## config.mk

```make
export PLATFORM = sky130hd
export DESIGN_NAME = fsm_onehot_level
export DESIGN_NICKNAME = d
export VERILOG_FILES = /design/src/rtl/fsm_level_pkg.sv /design/src/rtl/fsm_level_dwell_ctr.sv /design/src/rtl/fsm_onehot_level.sv
export SDC_FILE = /design/constraint.sdc
export NUM_CORES = 1
export LEC_CHECK = 0
export ABC_AREA = 1
export CORE_AREA = 2 2 39 41
export CTS_BUF_LIST = sky130_fd_sc_hd__clkbuf_8
export CTS_CLUSTER_DIAMETER = 40
export DETAILED_ROUTE_END_ITERATION = 10
export DIE_AREA = 0 0 41 43
export PLACE_DENSITY = 0.44
export SYNTH_ARGS = -nofsm -noshare
export SYNTH_HDL_FRONTEND = slang
export SYNTH_SLANG_ARGS = --single-unit
```

## constraint.sdc

```tcl
create_clock -name clk -period 1.6 [get_ports clk]
set_clock_uncertainty 0.15 [all_clocks]
set_input_delay 0.32 -clock clk [delete_from_list [all_inputs] [get_ports clk]]
set_output_delay 0.32 -clock clk [all_outputs]
set_load 0.005 [all_outputs]
```

## src/rtl/fsm_level_pkg.sv

```systemverilog
// Shared types and helpers for the one-hot level tracker.
// Helpers take a MAX_LEVELS-wide vector; callers zero-extend narrower state.
package fsm_level_pkg;

  typedef enum logic {
    DIR_DOWN = 1'b0,
    DIR_UP   = 1'b1
  } dir_t;

  localparam int MAX_LEVELS = 64;

  function automatic logic is_onehot(input logic [MAX_LEVELS-1:0] v);
    return (v != '0) && ((v & (v - 64'd1)) == '0);
  endfunction

  // OR of set-bit indices; exact only when v is one-hot.
  function automatic logic [5:0] onehot_to_idx(input logic [MAX_LEVELS-1:0] v);
    logic [5:0] idx;
    idx = '0;
    for (int k = 0; k < MAX_LEVELS; k++) begin
      if (v[k]) idx = idx | 6'(k);
    end
    return idx;
  endfunction

endpackage

```

## src/rtl/fsm_level_dwell_ctr.sv

```systemverilog
// Run-length debouncer: emits a one-cycle step_up/step_dn pulse once `in` has
// held one direction for DWELL_CYCLES enabled cycles.
module fsm_level_dwell_ctr
  import fsm_level_pkg::*;
#(
  parameter int DWELL_CYCLES = 1,
  localparam int CW = ($clog2(DWELL_CYCLES + 1) > 1) ? $clog2(DWELL_CYCLES + 1) : 1
) (
  input  logic clk,
  input  logic reset,
  input  logic en,
  input  logic clr,
  input  logic in,
  output logic step_up,
  output logic step_dn
);

  localparam logic [CW-1:0] DWELL_C = CW'(DWELL_CYCLES);

  logic [CW-1:0] cnt_q;
  logic [CW-1:0] run;
  dir_t          dir_q;
  dir_t          dir_in;
  logic          full;

  assign dir_in = dir_t'(in);

  // cnt_q never exceeds DWELL_CYCLES-1, so run fits in CW bits.
  always_comb begin
    run = CW'(1);
    if (cnt_q != '0 && dir_in == dir_q) run = cnt_q + CW'(1);
  end

  assign full    = en && !clr && (run == DWELL_C);
  assign step_up = full && (dir_in == DIR_UP);
  assign step_dn = full && (dir_in == DIR_DOWN);

  always_ff @(posedge clk) begin
    if (reset) begin
      cnt_q <= '0;
      dir_q <= DIR_DOWN;
    end else if (clr) begin
      cnt_q <= '0;
    end else if (en) begin
      cnt_q <= (run == DWELL_C) ? '0 : run;
      dir_q <= dir_in;
    end
  end

endmodule

```

## src/rtl/fsm_onehot_level.sv

```systemverilog
// Saturating N-level tracker with one-hot state, debounced steps and recovery
// from corrupted state. Optional sticky error flag: FSM_LEVEL_STICKY_ERR_EN.
module fsm_onehot_level
  import fsm_level_pkg::*;
#(
  parameter int NUM_LEVELS   = 3,
  parameter int DWELL_CYCLES = 1,
  localparam int LW = ($clog2(NUM_LEVELS) > 1) ? $clog2(NUM_LEVELS) : 1
) (
  input  logic                  clk,
  input  logic                  reset,
  input  logic                  en,
  input  logic                  in,
  output logic [NUM_LEVELS-1:0] state_onehot,
  output logic [LW-1:0]         level,
  output logic                  at_bottom,
  output logic                  at_top,
  output logic                  err
`ifdef FSM_LEVEL_STICKY_ERR_EN
  ,
  input  logic                  err_clr,
  output logic                  err_sticky
`endif
);

  logic [NUM_LEVELS-1:0] state_q;
  logic [MAX_LEVELS-1:0] state_ext;
  logic [5:0]            idx;
  logic                  step_up;
  logic                  step_dn;

  always_comb begin
    state_ext = '0;
    state_ext[NUM_LEVELS-1:0] = state_q;
  end

  assign err          = !is_onehot(state_ext);
  assign idx          = onehot_to_idx(state_ext);
  assign state_onehot = state_q;
  assign level        = err ? '0 : LW'(idx);
  assign at_bottom    = !err && state_q[0];
  assign at_top       = !err && state_q[NUM_LEVELS-1];

  fsm_level_dwell_ctr #(
    .DWELL_CYCLES(DWELL_CYCLES)
  ) u_ctr (
    .clk    (clk),
    .reset  (reset),
    .en     (en),
    .clr    (err),
    .in     (in),
    .step_up(step_up),
    .step_dn(step_dn)
  );

  // A step request at either end is absorbed; the counter has already cleared.
  always_ff @(posedge clk) begin
    if (reset || err) begin
      state_q <= NUM_LEVELS'(1);
    end else if (step_up && !state_q[NUM_LEVELS-1]) begin
      state_q <= state_q << 1;
    end else if (step_dn && !state_q[0]) begin
      state_q <= state_q >> 1;
    end
  end

`ifdef FSM_LEVEL_STICKY_ERR_EN
  always_ff @(posedge clk) begin
    if (reset)        err_sticky <= 1'b0;
    else if (err)     err_sticky <= 1'b1;
    else if (err_clr) err_sticky <= 1'b0;
  end
`endif

endmodule

```

Word-level counts from Yosys, hierarchy flattened --
Index checks and enable logic that the tools add are counted.
Operators by class: multiplexer cells 5, add/subtract/negate cells 1, bitwise operators 2, reductions and logical operators 15
Operators by type and width (number):
- bitwise AND 3 x 64 -> 64 bit | 1
- zero test 64 bit | 1
- nonzero test 64 bit | 1
- logical AND 1 bit | 8
- 2-to-1 mux 3 bit | 2
- 2-to-1 mux 2 bit | 2
- subtractor 3 x 1 -> 4 bit, second input constant | 1
- zero test 1 bit | 3
- nonzero test 2 bit | 1
- logical OR 1 bit | 1
- 2-to-1 mux 1 bit | 1
- NOT 1 bit | 1
Storage, ports and cells: output and inout bits 8, bits in registers 3

Longest topological paths before layout --
Gate-level depths: netlist (run 1).
depth in word-level cells 9, mapped depth 7, depth with buffers taken out 7

Hierarchy --
A second synthesis (run 1) with hierarchy kept.
Second synthesis, totals: cell total of the unflattened synthesis 39, area, all modules 214.0 um2
By module, submodules not included:
- fsm_onehot_level | cells each 34, area an instance 195.2 um2, instances 1
- fsm_level_dwell_ctr | cells each 5, area an instance 18.8 um2, instances 1

Worst setup path after synthesis (run 1) --
No wires, ideal clock.
path kind flip-flop to output port, start register state_q[2] (netlist: state_onehot[2]), end output level[1], cell stages (with the launch flop) 6, data arrival time 0.922 ns, slack 0.208 ns, path through dfxtp_1 > nor2_1 > nand2_2 > nand2_4 > nor2_1 > buf_4
On the way: word-level cells in the longest chain between the ends 5, elaborated cells on any way between the ends 7
RTL lines:
- start, declared | line fsm_onehot_level.sv:26 | logic [NUM_LEVELS-1:0] state_q;
- start signal, assigned | line fsm_onehot_level.sv:61 | state_q <= state_q << 1;
- start signal, assigned | line fsm_onehot_level.sv:63 | state_q <= state_q >> 1;
- subtractor 3 x 1 -> 4 bit | line fsm_level_pkg.sv:13 | return (v != '0) && ((v & (v - 64'd1)) == '0);
- bitwise AND 3 x 64 -> 64 bit | line fsm_level_pkg.sv:13
- zero test 64 bit | line fsm_level_pkg.sv:13
- logical AND 1 bit | line fsm_level_pkg.sv:13
- 2-to-1 mux 2 bit (*) | line fsm_onehot_level.sv:40 | assign level = err ? '0 : LW'(idx);
- end, declared | line fsm_onehot_level.sv:15 | output logic [LW-1:0] level,
Every way passes the cells marked *; elsewhere a longest branch is shown, timed or not.

Final worst setup path (run 1) --
start register state_q[0] (netlist: state_onehot[0]), end output level[1]
On the way: word-level cells in the longest chain between the ends 5, elaborated cells on any way between the ends 6
RTL lines (line):
- subtractor 3 x 1 -> 4 bit | fsm_level_pkg.sv:13
- bitwise AND 3 x 64 -> 64 bit | fsm_level_pkg.sv:13
- zero test 64 bit | fsm_level_pkg.sv:13
- logical AND 1 bit (*) | fsm_level_pkg.sv:13
- 2-to-1 mux 2 bit (*) | fsm_onehot_level.sv:40
Marked as above.

==> out/qor.csv, run 1 <==
stage;metric;value;unit
outcome;status;completed;
logic_synthesis;Post-Syn Instances;37;
setup_path;kind of critical path;flop to output pin;
timing;final setup vio count;0;
place;GP Congestion;0.7768;
cells_and_area;commonest non-fill, non-tap cell in the layout;buf_4;
setup_path;Worst R2R Start;state_onehot[0];
routing;Vias;322;
cells_and_area;final cell count without fillers;82;
routing;Via-to-Cell Ratio;3.927;
power;Leak;0.2710;nW
timing;period utilization;99.75;%
setup_path;R2R Setup Slk;0.22;ns
routing;first-pass iteration count of the detailed router;4;
clock_tree;# hold bufs at CTS;0;
logic_synthesis;Synth cell types;15;
setup_path;CP Max Fanout;4;
floorplanning;die height;43;um
floorplanning;Initial Util;17.27;%
place;DP HPWL;523.7;um
place;PortBufs;11;
power;Clk pwr share;39.4;%
hold_path;hold path depth;3;
global_route;grt met2 use;12.19;%
power;sw frac;30.10;%
floorplanning;IO Count;12;
setup_path;Worst Reg-to-Reg Cells;10;
cells_and_area;Final nets;71;
power;switching pwr;0.0001580;W
clock_tree;CTS tree;built;
power;Total Power;0.0005249;W
floorplanning;area of the die;1763;sq um
timing;Slew headroom;86.31;%
hold_path;WHS Endpoint;state_onehot[1];
place;pre-CTS setup slack;-0.1232;ns
global_route;largest net degree at the start of global routing;6;
global_route;gr usage total;9.810;%
clock_tree;clk buf depth;2;
power;P_int;0.0003669;W
global_route;GRT overflow;0;
power;Cell Pwr Density;955.6;nW/um^2
cells_and_area;Area Overhead vs Synth;129.8;%
timing;RSZ-0062 raised after global routing;yes;
logic_synthesis;sequential-to-total area share from yosys stat;25.13;%
clock_tree;worst-skew pair later-pin latency;0.21;ns
clock_tree;clock slew at reported path FFs;0.03;ns
routing;wirelength, routed;701;um
cells_and_area;most frequent cells in the layout;14 x buf_4, 5 x nand2_4, 5 x inv_1, 5 x nor2_1, 4 x nand2_1;
place;DP Cell Count;74;
setup_path;Worst R2R End;state_onehot[2];
floorplanning;Core Rows;14;
logic_synthesis;Syn Nets;41;
routing;Starting DRT DRC Count;8;
setup_path;critical path arrival;1.13;ns
timing;Hold Slack;0.5198;ns
power;sequential share of power;17.4;%
floorplanning;core area;1384;sq um
global_route;initial antenna violation count;0;
setup_path;CP Capture Type;output pin;
cells_and_area;proportion of layout cells with a drive suffix above 1;57.58;%
hold_path;Tightest Hold Check Type;flop to flop;
timing;final max-slew violation count;0;
clock_tree;Clock Tree Root;clkbuf_8;
global_route;GRT met1 Usage;13.06;%
logic_synthesis;Yosys warning count;0;
timing;Hold Vio Cnt, Final;0;
global_route;GRT busiest layer;met1;
timing;Final min period;1.596;ns
clock_tree;CTS H-tree depth;1;
timing;fmax;626.5;MHz
clock_tree;Clock Sinks;3;
cells_and_area;fin area;549.3;sq um
logic_synthesis;Seq cells post-synth;3;
logic_synthesis;synthesized cell area;239.0;sq um
run;number of max-cap violations;0;
setup_path;CP startpoint kind;flop;
hold_path;Hold Crit Start;state_onehot[1];
setup_path;required time of the critical path;1.13;ns
power;worst vdd ir;0.0006543;V
global_route;vias in the first global route;274;
floorplanning;Horiz. Die Dim;41;um
cells_and_area;Antenna diodes;0;
routing;Routed Antenna Nets;0;
routing;DRC violations left;0;
cells_and_area;max reg flops;3;
routing;wire length per cell;8.549;um
global_route;first-pass GRT wire length;1131;um
timing;measured slew at the worst slew-check pin;0.2027;ns
clock_tree;Num CTS Buffers;3;
global_route;met3 usage;6.283;%
timing;setup ws final;0.003936;ns
place;placed cell areas;444.2;sq um
power;combinational power share;43.2;%
logic_synthesis;Mapped Avg Cell Area;6.459;sq um
-- final cells by class --
type | count | area, sq um
Fill cell | 135 | 834.6
Multi-Input combinational cell | 26 | 185.2
Clock buffer | 3 | 41.29
Timing Repair Buffer | 26 | 202.7
Sequential cell | 3 | 67.56
Clock inverter | 1 | 3.754
Inverter | 7 | 28.78
Tap cell | 16 | 20.02
-- kinds of logic (layout without fill, tap and decap cells) --
logic type             count (synthesis)  count (layout)  share of synthesized area, %
AO/OA/AOI/OAI                          4               4                         13.09
buffers and inverters                  8              37                         14.14
flip-flops                             3               3                         25.13
AND/OR/NAND/NOR                       22              22                         47.64
-- through the flow --
| stage | setup TNS [ns] | util [%] |
|---|---|---|
| floorplan | 0 | - |
| global placement | -0.4475 | 32.10 |
| detailed placement | -0.4427 | 32.10 |
| CTS | -0.01847 | 36.89 |
| global route | -0.1281 | 39.69 |
| finish | 0 | 39.69 |
-- how the worst max path moves through the flow --
| stage | from | to |
|---|---|---|
| final | state_onehot[0] | level[1] |
| after global routing | state_onehot[0] | level[1] |
| after CTS | state_onehot[0] | err |
| after detailed placement | state_onehot[0] | level[1] |
| after global placement | state_onehot[2] | at_top |
| after floorplan | state_onehot[2] | level[1] |
-- cell usage after synthesis --
library cell	number	area share, %
nor2_1	7	11
nand2_1	6	9.4
inv_1	4	6.3
dfxtp_1	3	25
inv_2	3	4.7
nand2_2	3	7.9
a41oi_1	2	7.3
nand4_1	2	5.2
a21oi_2	1	3.7
buf_4	1	3.1
nand2_4	1	4.7
nand3_1	1	2.1
nor2_2	1	2.6
nor2_4	1	4.7
o21ai_1	1	2.1
-- power groups by stage --
| stage | combinational, W | clock, W | sequential (W) |
|---|---|---|---|
| floorplan | 0.0000818 | 0 | 0.0000945 |
| global placement | 0.000205 | 0 | 0.0000916 |
| detailed placement | 0.000201 | 0 | 0.0000919 |
| CTS | 0.000206 | 0.000213 | 0.0000911 |
| global route | 0.000248 | 0.000227 | 0.0000918 |
| finish | 0.000227 | 0.000207 | 0.0000912 |
-- metal layers --
| metal | wire [um] | vias up |
|---|---|---|
| li1 | - | 177 |
| met1 | 347 | 139 |
| met2 | 324 | 6 |
| met3 | 29 | 0 |
| met4 | 0 | 0 |
| met5 | 0 | - |
-- critical path, cell delays in order (launching register included) --
cell and delay [ns]:
dfxtp_4 0.34, buf_6 0.13, inv_4 0.06, nand2_4 0.05, nand2_4 0.07, nand2_4 0.06
nor2_4 0.10, buf_2 0.11
-- timing repair --
| item | in CTS | in global routing |
|---|---|---|
| pin swaps | 2 | 4 |
| buffers inserted | 2 | 2 |
| endpoints found under the setup margin | 8 | 5 |
| gates resized for setup | 28 | 8 |
(Power assumes the default switching activity.)
==> run 2, diff against run 1 <==
- CORE_AREA: 2 2 39 41 -> 3 3 40 42
- DIE_AREA: 0 0 41 43 -> 0 0 43 45
- PLACE_DENSITY: 0.44 -> 0.49
==> run 2 against run 1 <==
  * Clock-buffer cell count stayed put
  * First-iteration DRC count shrank 88%
  * Routed wire length rose by 5.7%
  * Critical endpoint is now at_bottom
  * Clock power up 4%
  * Design area shrank 9.6%
  * Via count increased by 1.2%
  * Maximum frequency rose by 3.1%
  * Cell count fell by 3.7%
  * Flip-flop and latch count is the same
==> out/qor.csv, run 2 (same netlist as run 1, synthesis figures left out) <==
stage;metric;value;unit;change
setup_path;kind of critical path;flop to output pin;;
routing;Vias;326;;+1.2%
setup_path;CP Max Fanout;4;;unchanged
power;Leak;0.2557;nW;-5.6%
floorplanning;IO Count;12;;unchanged
timing;Hold Slack;0.5160;ns;-0.003806 ns
global_route;GRT overflow;0;;unchanged
global_route;vias in the first global route;292;;+6.6%
clock_tree;CTS tree;built;;
place;DP HPWL;556;um;+6.2%
global_route;gr usage total;9.235;%;-0.58 points
setup_path;CP Capture Type;output pin;;
timing;fmax;646.2;MHz;+3.1%
floorplanning;core area;1285;sq um;-7.1%
setup_path;Worst Reg-to-Reg Cells;9;;-1
timing;period utilization;96.71;%;-3.0 points
hold_path;Hold Crit Start;state_onehot[1];;
setup_path;most used cell, CP;buf_4;;
setup_path;Worst path top cell family by delay;buffers and inverters;;
routing;first-pass iteration count of the detailed router;2;;-2
timing;Slew headroom;86.15;%;-0.16 points
floorplanning;Core Rows;13;;-1
cells_and_area;max reg flops;3;;unchanged
cells_and_area;most frequent cells in the layout;13 x buf_4, 6 x nand2_1, 5 x inv_1, 5 x nor2_1;;
timing;final max-slew violation count;0;;unchanged
place;GP Congestion;0.8328;;+7.2%
timing;measured slew at the worst slew-check pin;0.2051;ns;+0.002331 ns
setup_path;crit path buf inv count;4;;+1
floorplanning;area of the die;1935;sq um;+9.8%
cells_and_area;Final nets;69;;-2.8%
setup_path;crit path cell chain;inv_2 -> buf_4 -> buf_4 -> nor2_1 -> buf_2;;
power;Cell Pwr Density;1028;nW/um^2;+7.5%
setup_path;R2R Setup Slk;0.26;ns;+0.04 ns
place;PortBufs;11;;unchanged
power;worst vdd ir;0.0004655;V;-29%
floorplanning;die height;45;um;+4.7%
setup_path;Worst R2R End;state_onehot[2];;
clock_tree;clk buf depth;2;;unchanged
clock_tree;Clock Tree Root;clkbuf_8;;
timing;Final min period;1.547;ns;-0.04864 ns
clock_tree;# hold bufs at CTS;0;;unchanged
global_route;first-pass GRT wire length;1262;um;+12%
setup_path;critical path arrival;1.08;ns;-0.05 ns
routing;DRC violations left;0;;unchanged
hold_path;Tightest Hold Check Type;flop to flop;;
setup_path;Worst path slowest cell;dfxtp_4;;
global_route;initial antenna violation count;0;;unchanged
timing;Hold Vio Cnt, Final;0;;unchanged
setup_path;CP startpoint kind;flop;;
routing;wirelength, routed;741;um;+5.7%
routing;Starting DRT DRC Count;1;;-7
cells_and_area;commonest non-fill, non-tap cell in the layout;buf_4;;
clock_tree;Num CTS Buffers;3;;unchanged
global_route;largest net degree at the start of global routing;6;;unchanged
setup_path;required time of the critical path;1.13;ns;about the same
clock_tree;CTS H-tree depth;1;;unchanged
cells_and_area;Antenna diodes;0;;unchanged
clock_tree;clock slew at reported path FFs;0.03;ns;about the same
clock_tree;Clock Sinks;3;;unchanged
floorplanning;Horiz. Die Dim;43;um;+4.9%
hold_path;WHS Endpoint;state_onehot[1];;
run;number of max-cap violations;0;;unchanged
routing;Routed Antenna Nets;0;;unchanged
cells_and_area;final design utilization;38.66;%;-1.0 points
hold_path;hold path depth;3;;unchanged
cells_and_area;proportion of layout cells with a drive suffix above 1;53.13;%;-4.5 points
floorplanning;Initial Util;18.60;%;+1.3 points
clock_tree;worst-skew pair later-pin latency;0.21;ns;about the same
outcome;status;completed;;
setup_path;Worst R2R Start;state_onehot[0];;
routing;wire length per cell;9.380;um;+9.7%
timing;final setup vio count;0;;unchanged
timing;RSZ-0062 raised after global routing;no;;
routing;Via-to-Cell Ratio;4.127;;+5.1%
cells_and_area;Area Overhead vs Synth;107.9;%;
setup_path;crit-path max cell delay;0.36;ns;+0.02 ns
==> run 2: how the worst max path moves through the flow <==
stage	from	end	slack (ns)	cells past startpoint
2_1_floorplan	state_onehot[2]	level[1]	0.21	5
3_3_place_gp	state_onehot[2]	at_top	-0.11	5
3_5_place_dp	state_onehot[2]	level[1]	-0.12	5
4_1_cts	state_onehot[2]	level[0]	0.03	5
5_1_grt	state_onehot[0]	at_bottom	0.003	5
6_report	state_onehot[0]	at_bottom	0.05	5
==> run 2: worst min-delay path, stage by stage (launching register included) <==
cell and delay, ns:
dfxtp_1 0.33, buf_4 0.13, a41oi_1 0.05, a21oi_2 0.12
==> run 2: cell type report <==
type,count,area (sq um)
fillers,146,788.3
repair buffers,24,183.9
multi-input cells,26,155.1
flip-flops and latches,3,67.56
clock buffers,3,41.29
inverters,7,26.28
well taps,15,18.77
clock inverters,1,3.754
==> run 2: per-stage QoR <==
stage | cells | instance area [sq um] | setup TNS, ns | setup slack (ns) | total power, W
3_5_place_dp | 73 | 442.9 | -0.4195 | -0.1183 | 0.0002975
5_1_grt | 79 | 496.7 | 0 | 0.003030 | 0.0005494
4_1_cts | 78 | 491.7 | 0 | 0.02962 | 0.0005066
2_1_floorplan | 37 | 239.0 | 0 | 0.2081 | 0.0001763
3_3_place_gp | 73 | 442.9 | -0.4420 | -0.1116 | 0.0003006
6_report | 79 | 496.7 | 0 | 0.05258 | 0.0005105
==> run 2: power by group <==
part           switching (W)  internal (W)  total (W)
Sequential        0.00000908     0.0000832  0.0000923
Combinational      0.0000924      0.000110   0.000203
Clock              0.0000520      0.000164   0.000215
==> run 2: metal layers <==
layer,track usage [%],vias to the layer above,routed length (um)
li1,-,173,-
met1,10.58,145,321
met2,14.37,8,366
met3,5.179,0,53
met4,3.614,0,0
met5,0,-,0
==> run 2: timing repair <==
action	4_1_cts	5_1_grt
endpoints found under the setup margin	8	2
gates resized for setup	24	3
buffers inserted	1	1
pin swaps	0	1
gates cloned	0	0
==> run 3, diff against run 2 <==
- GPL_TIMING_DRIVEN: unset -> 1
==> results of run 3 <==
No change in the layout: final DEF, timing and power equal those of run 2.
